--- src/rtl/dac_stream_writer.sv ---
// Dual-channel DAC stream writer: buffers signed {A,B} sample pairs in a small FIFO
// and releases one pair per programmable rate tick as offset-binary DAC codes.
module dac_stream_writer #(
  parameter int          FIFO_DEPTH = 4,
  parameter logic [13:0] MIDSCALE   = 14'd8191
) (
  input  logic               i_clock,
  input  logic               i_RESET,
  input  logic signed [13:0] i_data_A,
  input  logic signed [13:0] i_data_B,
  input  logic               i_valid,
  output logic               o_ready,
  input  logic        [7:0]  i_divider,
  input  logic        [1:0]  i_shift,
  input  logic               i_clear,
  output logic        [13:0] o_DA,
  output logic        [13:0] o_DB,
  output logic               o_update,
  output logic               o_overflow,
  output logic               o_underrun
);

  localparam int AW = (FIFO_DEPTH > 1) ? $clog2(FIFO_DEPTH) : 1;

  localparam logic [AW:0]   FULL_CNT = FIFO_DEPTH[AW:0];
  localparam logic [AW:0]   CNT_ONE  = (AW+1)'(1);
  localparam logic [AW-1:0] PTR_ONE  = AW'(1);

  // Bit 14 flags a clamp; bits 13:0 carry the DAC code.
  function automatic logic [14:0] to_dac(input logic signed [13:0] x,
                                         input logic        [1:0]  sh);
    logic signed [13:0] s;
    logic signed [15:0] r;
    s = x >>> sh;
    r = 16'(s) + $signed({2'b00, MIDSCALE});
    if (r < 16'sd0)
      to_dac = {1'b1, 14'd0};
    else if (r > 16'sd16383)
      to_dac = {1'b1, 14'h3FFF};
    else
      to_dac = {1'b0, r[13:0]};
  endfunction

  logic signed [13:0] mem_a [FIFO_DEPTH];
  logic signed [13:0] mem_b [FIFO_DEPTH];
  logic [AW-1:0]      wr_ptr, rd_ptr;
  logic [AW:0]        count;
  logic [7:0]         cnt;

  logic               tick, push, pop, empty;
  logic signed [13:0] head_a_p0, head_b_p0;
  logic [14:0]        conv_a_p0, conv_b_p0;

  logic [13:0]        da_p1, db_p1;
  logic               vld_p1, ovf_q, unr_q;

  assign empty     = (count == '0);
  assign o_ready   = (count != FULL_CNT);
  assign tick      = (cnt >= i_divider);
  assign push      = i_valid && o_ready;
  assign pop       = tick && !empty;

  // ---- stage p0: FIFO head, conversion with pop-time shift ----
  assign head_a_p0 = mem_a[rd_ptr];
  assign head_b_p0 = mem_b[rd_ptr];
  assign conv_a_p0 = to_dac(head_a_p0, i_shift);
  assign conv_b_p0 = to_dac(head_b_p0, i_shift);

  always_ff @(posedge i_clock) begin
    if (push) begin
      mem_a[wr_ptr] <= i_data_A;
      mem_b[wr_ptr] <= i_data_B;
    end
  end

  // ---- stage p1: registered DAC codes, update strobe and sticky flags ----
  always_ff @(posedge i_clock or negedge i_RESET) begin
    if (!i_RESET) begin
      cnt    <= '0;
      count  <= '0;
      wr_ptr <= '0;
      rd_ptr <= '0;
      da_p1  <= MIDSCALE;
      db_p1  <= MIDSCALE;
      vld_p1 <= 1'b0;
      ovf_q  <= 1'b0;
      unr_q  <= 1'b0;
    end else begin
      cnt <= tick ? 8'd0 : cnt + 8'd1;

      if (push && !pop)
        count <= count + CNT_ONE;
      else if (pop && !push)
        count <= count - CNT_ONE;

      if (push) wr_ptr <= wr_ptr + PTR_ONE;
      if (pop)  rd_ptr <= rd_ptr + PTR_ONE;

      vld_p1 <= pop;
      if (pop) begin
        da_p1 <= conv_a_p0[13:0];
        db_p1 <= conv_b_p0[13:0];
      end

      // A set event in the same cycle as i_clear keeps the flag high.
      if (pop && (conv_a_p0[14] || conv_b_p0[14]))
        ovf_q <= 1'b1;
      else if (i_clear)
        ovf_q <= 1'b0;

      if (tick && empty)
        unr_q <= 1'b1;
      else if (i_clear)
        unr_q <= 1'b0;
    end
  end

  assign o_DA       = da_p1;
  assign o_DB       = db_p1;
  assign o_update   = vld_p1;
  assign o_overflow = ovf_q;
  assign o_underrun = unr_q;

endmodule

--- config.mk ---
export PLATFORM = sky130hd
export DESIGN_NAME = dac_stream_writer
export DESIGN_NICKNAME = d
export VERILOG_FILES = /design/src/rtl/dac_stream_writer.sv
export SDC_FILE = /design/constraint.sdc
export NUM_CORES = 1
export LEC_CHECK = 0
export CORE_ASPECT_RATIO = 2
export CORE_MARGIN = 4
export CORE_UTILIZATION = 25
export CTS_BUF_LIST = sky130_fd_sc_hd__clkbuf_4
export DETAILED_ROUTE_END_ITERATION = 10
export PLACE_DENSITY = 0.42
export SLEW_MARGIN = 10
export SYNTH_ARGS = -nofsm -noshare
export SYNTH_HDL_FRONTEND = slang
export SYNTH_SLANG_ARGS = --single-unit
export TNS_END_PERCENT = 20
--- constraint.sdc ---
create_clock -name i_clock -period 4.1 [get_ports i_clock]
set_input_delay 0.82 -clock i_clock [delete_from_list [all_inputs] [get_ports i_clock]]
set_output_delay 0.82 -clock i_clock [all_outputs]
set_load 0.01 [all_outputs]
# After elaboration in Yosys (flattened, before gate mapping)
# Memory sizes are Yosys's and may differ from the RTL's.
# Cells that the tools add are included.
dict set report classes {
  add_sub_neg 7
  n_lt_le_gt_ge 5
  eq_ne 1
  n_shift 2
  mux 12
  n_reduce_logical 14
}
# cell n
set op_table {}
lappend op_table {{$mux 15} 4}
lappend op_table {{$add 14x14->15 const B} 2}
lappend op_table {{$gt 15x15->1 const B} 2}
lappend op_table {{$lt 15x1->1 const B} 2}
lappend op_table {{$sshr 14x2->14} 2}
lappend op_table {{$add 8x1->8 const B} 1}
lappend op_table {{$ge 8x8->1} 1}
lappend op_table {{$mux 8} 1}
lappend op_table {{$logic_and 1x1->1} 6}
lappend op_table {{$mux 3} 2}
lappend op_table {{$reduce_bool 2->1} 3}
lappend op_table {{$mux 1} 5}
lappend op_table {{$add 2x1->2 const B} 2}
lappend op_table {{$add 3x1->3 const B} 1}
lappend op_table {{$logic_not 1->1} 3}
lappend op_table {{$logic_not 3->1} 1}
lappend op_table {{$ne 3x3->1 const B} 1}
lappend op_table {{$sub 3x1->3 const B} 1}
lappend op_table {{$logic_or 1x1->1} 1}
dict set report word_totals {
  reg_bits 46
  ram_bits 112
  inputBits 42
  out_inout_bits 32
  memories 2
}
# name words word_bits rd rd_ports_with_merged_regs write_ports line_no
set mem_list {}
lappend mem_list {mem_a 4 14 1 0 1 44} ;# logic signed [13:0] mem_a [FIFO_DEPTH];
lappend mem_list {mem_b 4 14 1 0 1 45} ;# logic signed [13:0] mem_b [FIFO_DEPTH];

# Longest topological paths before layout
# An unclocked memory read counts as a cell.
dict set report logic_depth {
  depth_word 9
  mapped_depth 17
  ltp_nobuf 15
}

# Worst setup path after synthesis
# OpenSTA, ideal clock, no wires.
dict set report synth_path {
  path_type {input -> register}
  from {in i_shift[1]}
  to {reg ovf_q (netlist: o_overflow)}
  setup_ns 0.080
  t_arrival_ns 3.709
  t_required_ns 4.020
  path_slack_ns 0.310
  cell_stages 15
  path_cell_list {buf_4 > buf_4 > buf_4 > buf_4 > mux4_2 > mux2i_1 > nor2_1 > a21oi_1 > ha_1 > o211ai_1 > nor4_1 > nand2_1 > a221oi_1 > nand4_1 > o211ai_2}
}
dict set report synth_between {
  elab_chain_cells 8
  elab_cells_between_ends 16
}
# item line_no
set synth_lines {}
lappend synth_lines {{start, declared} 14} ;# input logic [1:0] i_shift,
lappend synth_lines {{$sshr 14x2->14} 34} ;# s = x >>> sh;
lappend synth_lines {{$add 14x14->15} 35} ;# r = 16'(s) + $signed({2'b00, MIDSCALE});
lappend synth_lines {{$gt 15x15->1} 38} ;# else if (r > 16'sd16383)
lappend synth_lines {{$mux 15} 38}
lappend synth_lines {{$mux 15} 36} ;# if (r < 16'sd0)
lappend synth_lines {{$logic_or 1x1->1 (*)} 106} ;# if (pop && (conv_a_p0[14] || conv_b_p0[14]))
lappend synth_lines {{$logic_and 1x1->1 (*)} 106}
lappend synth_lines {{$mux 1 / $reduce_bool 2->1 (equally long branches)} -}
lappend synth_lines {{end signal, assigned} 86} ;# ovf_q <= 1'b0;
lappend synth_lines {{end signal, assigned} 107} ;# ovf_q <= 1'b1;
lappend synth_lines {{end signal, assigned} 109} ;# ovf_q <= 1'b0;
lappend synth_lines {{end, declared} 55} ;# logic vld_p1, ovf_q, unr_q;
# Mark *: on every way between the ends. The rest lies on a longest branch, timed or not.
# A chain may end at the register's enable or synchronous reset.

# Final worst setup path
dict set report layout_path {
  from {reg rd_ptr[1]}
  to {reg ovf_q (netlist: o_overflow)}
}
dict set report layout_between {
  elab_chain_cells 9
  elab_cells_between_ends 18
}
# item line_no
set layout_lines {}
lappend layout_lines {{start, declared} 46} ;# logic [AW-1:0] wr_ptr, rd_ptr;
lappend layout_lines {{start signal, assigned} 97} ;# if (pop) rd_ptr <= rd_ptr + PTR_ONE;
lappend layout_lines {{$mem_v2 4x14 (on tied branches)} -}
lappend layout_lines {{$sshr 14x2->14} 34}
lappend layout_lines {{$add 14x14->15} 35}
lappend layout_lines {{$gt 15x15->1} 38}
lappend layout_lines {{$mux 15} 38}
lappend layout_lines {{$mux 15} 36}
lappend layout_lines {{$logic_or 1x1->1 (*)} 106}
lappend layout_lines {{$logic_and 1x1->1 (*)} 106}
lappend layout_lines {{$mux 1 / $reduce_bool 2->1 (equally long branches)} -}
# Marks and branches as above.

==> metrics.txt <==
outcome completed; antenna violations before repair 1; largest net degree at the start of global routing 45; VDD IR max 0.220 mV; Fill cells 3,424; R2R Setup Slk 0.35 ns; GP Congestion around 0.84; number of library cell types mapped by synthesis 66; final WL 23,100 um; Worst Tran Pin Value 0.646 ns; Synth async-reset ratio 0.291; Synth Cell Area 8750 um^2; setup bufs post-CTS 0; Gate power share 0.492; Hold WS between 0.2 and 0.25 ns; first-pass GRT wire length 36,800 um; die width 140 um; clk_lat worst skew 0.61 ns; post-DR wirelength/cell approximately 19 um; min cycle time layout 3.75 ns; WP data arrival between 4 and 5 ns; top-area cell type share of the netlist area 0.385; EDFF count, synth 112; overall power 0.00715 W; Synth Warn # 0; Non-Filler Instances about 1,200; clock root buffer clkbuf_4; Slew Limit Headroom 0.569; Peak Freq about 0.27 GHz; worst reg2reg path startpoint rd_ptr[1]; Placed Cells 1,201; CTS resizes 0; Synth area leader edfxtp_1; Int Power 0.00440 W; Synth Instances 670; Sink Count 158; Worst setup EP type flip-flop; initial core utilization 0.254; switching pwr 0.00275 W; pre-CTS setup slack -0.0918 ns; register area 4550 um^2; # IOs 74; layout cells sized above 1 0.247; Vias between 5,000 and 6,000; post-synthesis sequential area ratio 0.520; RSZ-0062 raised after global routing false; die area 38,200 um^2; Final period util 0.915; Placeable Area 34,500 um^2; Critical Path RT 4.64 ns; total track usage 0.124; top-count cell post-synth edfxtp_1; hold crit path type in -> async; Lkg Pwr 3.81 nW; CTS HTree Levels 4; footprint of the multi-input gates 3910 um^2; FF-to-FF path depth 15; crit path max fanout 17; path type of the worst setup path reg -> reg; Pwr Density 675 nW/um^2; Final Util 0.307; Die H around 270 um; vias in the first global route 6,366; vias per cell 4.73; hold-fix buffers at CTS 0; residual overflow from global routing 0; Residual DRC 0; Post-DRT Antenna Nets 0; clock network power share 0.151; Mapped Nets 729; Flop pwr share 0.357; most used flip-flop cell after synthesis edfxtp_1; Final Setup Violations 0; CP startpoint kind flip-flop; drt pass-1 iters 4; Syn-to-layout area delta 21.1%; Final Hold Fails 0; max_cap viols 0; CTS buffer count 17; PortBufs 73; num rows 96; Pins Over Slew Limit 0; flops & latches, synth 158; Critical R2R Capture o_overflow; CP startpoint rd_ptr[1]; CTS tree yes; Mean Syn Cell Area 13.1 um^2; switch share 0.385; CTS clk-pin slew, worst paths approximately 0.15 ns; synth top area cells edfxtp_1, mux4_2, dfstp_2; Max Buffers Root-to-Sink 2; commonest cells in the netlist edfxtp_1, nand2_1, nor2_1; nets around 840; Clock Skew 0.0294 ns; HPWL after DPL 17,700 um; DRT iter0 DRCs about 270; setup ws final about 0.35 ns
==> state kept, by name, summed over array words and instances (netlist names) <==
signal / cells
rd_ptr: 2
mem_a: 56
o_update: 1
o_overflow: 1
o_DB: 14
count: 3
cnt: 8
mem_b: 56
wr_ptr: 2
o_underrun: 1
o_DA: 14
==> final cells by class <==
cell class | instances | area share
clock buffers | 17 | 0.0120
repair buffers | 127 | 0.110
clock inverters | 14 | 0.0184
flip-flops and latches | 158 | 0.430
well taps | 441 | 0.0521
multi-input cells | 452 | 0.369
diodes | 1 | 0.000236
inverters | 23 | 0.00815
==> through the flow <==
step | cell area [um^2] | setup TNS, ns
2_1_floorplan | 8750 | 0
3_3_place_gp | 10300 | -0.0571
3_5_place_dp | 10300 | -0.0918
4_1_cts | 10600 | 0
5_1_grt | 10600 | 0
6_report | 10600 | 0
==> how the worst max path moves through the flow <==
stage | endpoint | slack [ns] | cells after the start
4_1_cts | o_overflow | 0.26 | 14
3_5_place_dp | o_overflow | -0.09 | 15
3_3_place_gp | o_overflow | -0.06 | 15
6_report | o_overflow | 0.35 | 15
2_1_floorplan | o_overflow | 0.31 | 15
5_1_grt | o_overflow | 0.04 | 15
==> logic make-up (layout without fill, tap and decap cells) <==
logic type / Yosys count / after routing / synth area share
muxes: 109 / 109 / 0.202
and+or+nand+nor: 194 / 194 / 0.107
DFF: 158 / 158 / 0.520
AOI/OAI and AO/OA: 104 / 104 / 0.0846
buffers and inverters: 60 / 181 / 0.0333
xor gates and xnor gates: 28 / 28 / 0.0280
other: 0 / 1 / 0
adders and majority gates: 17 / 17 / 0.0252
==> critical path, cell delays in order (launching register included) <==
cell	delay [ns]
dfrtp_4	0.65
buf_12	0.22
nor2b_1	0.13
a221oi_1	0.53
o21ai_0	0.22
and2_0	0.22
inv_1	0.07
ha_1	0.17
inv_1	0.06
nor4_1	0.29
nor3_1	0.10
nor4_1	0.37
o2111ai_1	0.16
nor4_1	0.18
nand4bb_1	0.19
o211ai_2	0.11
==> per-layer routing <==
layer / up-vias / global-route usage / wire length (um)
li1: 2813 / - / -
met4: 0 / 0.0490 / 451
met3: 22 / 0.0207 / 669
met5: - / 0 / 0
met1: 2894 / 0.135 / 8850
met2: 101 / 0.236 / 13100
==> power groups by stage <==
stage,logic [W],registers (W),clock network (W)
2_1_floorplan,0.00233,0.00250,0
3_3_place_gp,0.00355,0.00261,0
3_5_place_dp,0.00356,0.00261,0
4_1_cts,0.00358,0.00257,0.00113
5_1_grt,0.00386,0.00261,0.00120
6_report,0.00352,0.00255,0.00108
==> cell usage in the layout (no fill, tap or decap), drive strengths merged, types with 4 or more instances in the layout <==
master         synthesis  final
clkbuf                16     17
ha                    16     16
or3                   10     10
nand4                  4      4
mux2                  21     21
edfxtp               112    112
and3                   8      8
buf                   21     56
nor3b                  7      7
xnor2                 13     13
clkdlybuf4s50          0     71
mux2i                 38     38
xor2                  15     15
nor3                  17     17
dfrtp                 20     20
nand3                 12     12
and2                   8      8
nand2                 53     53
mux4                  50     50
o211ai                 8      8
o31ai                 22     22
nor4                   8      8
a21o                   7      7
inv                   23     32
o21ai                 17     17
dfstp                 26     26
nor2                  51     51
nand2b                 6      6
a21oi                 15     15
(Power assumes the default switching activity.)
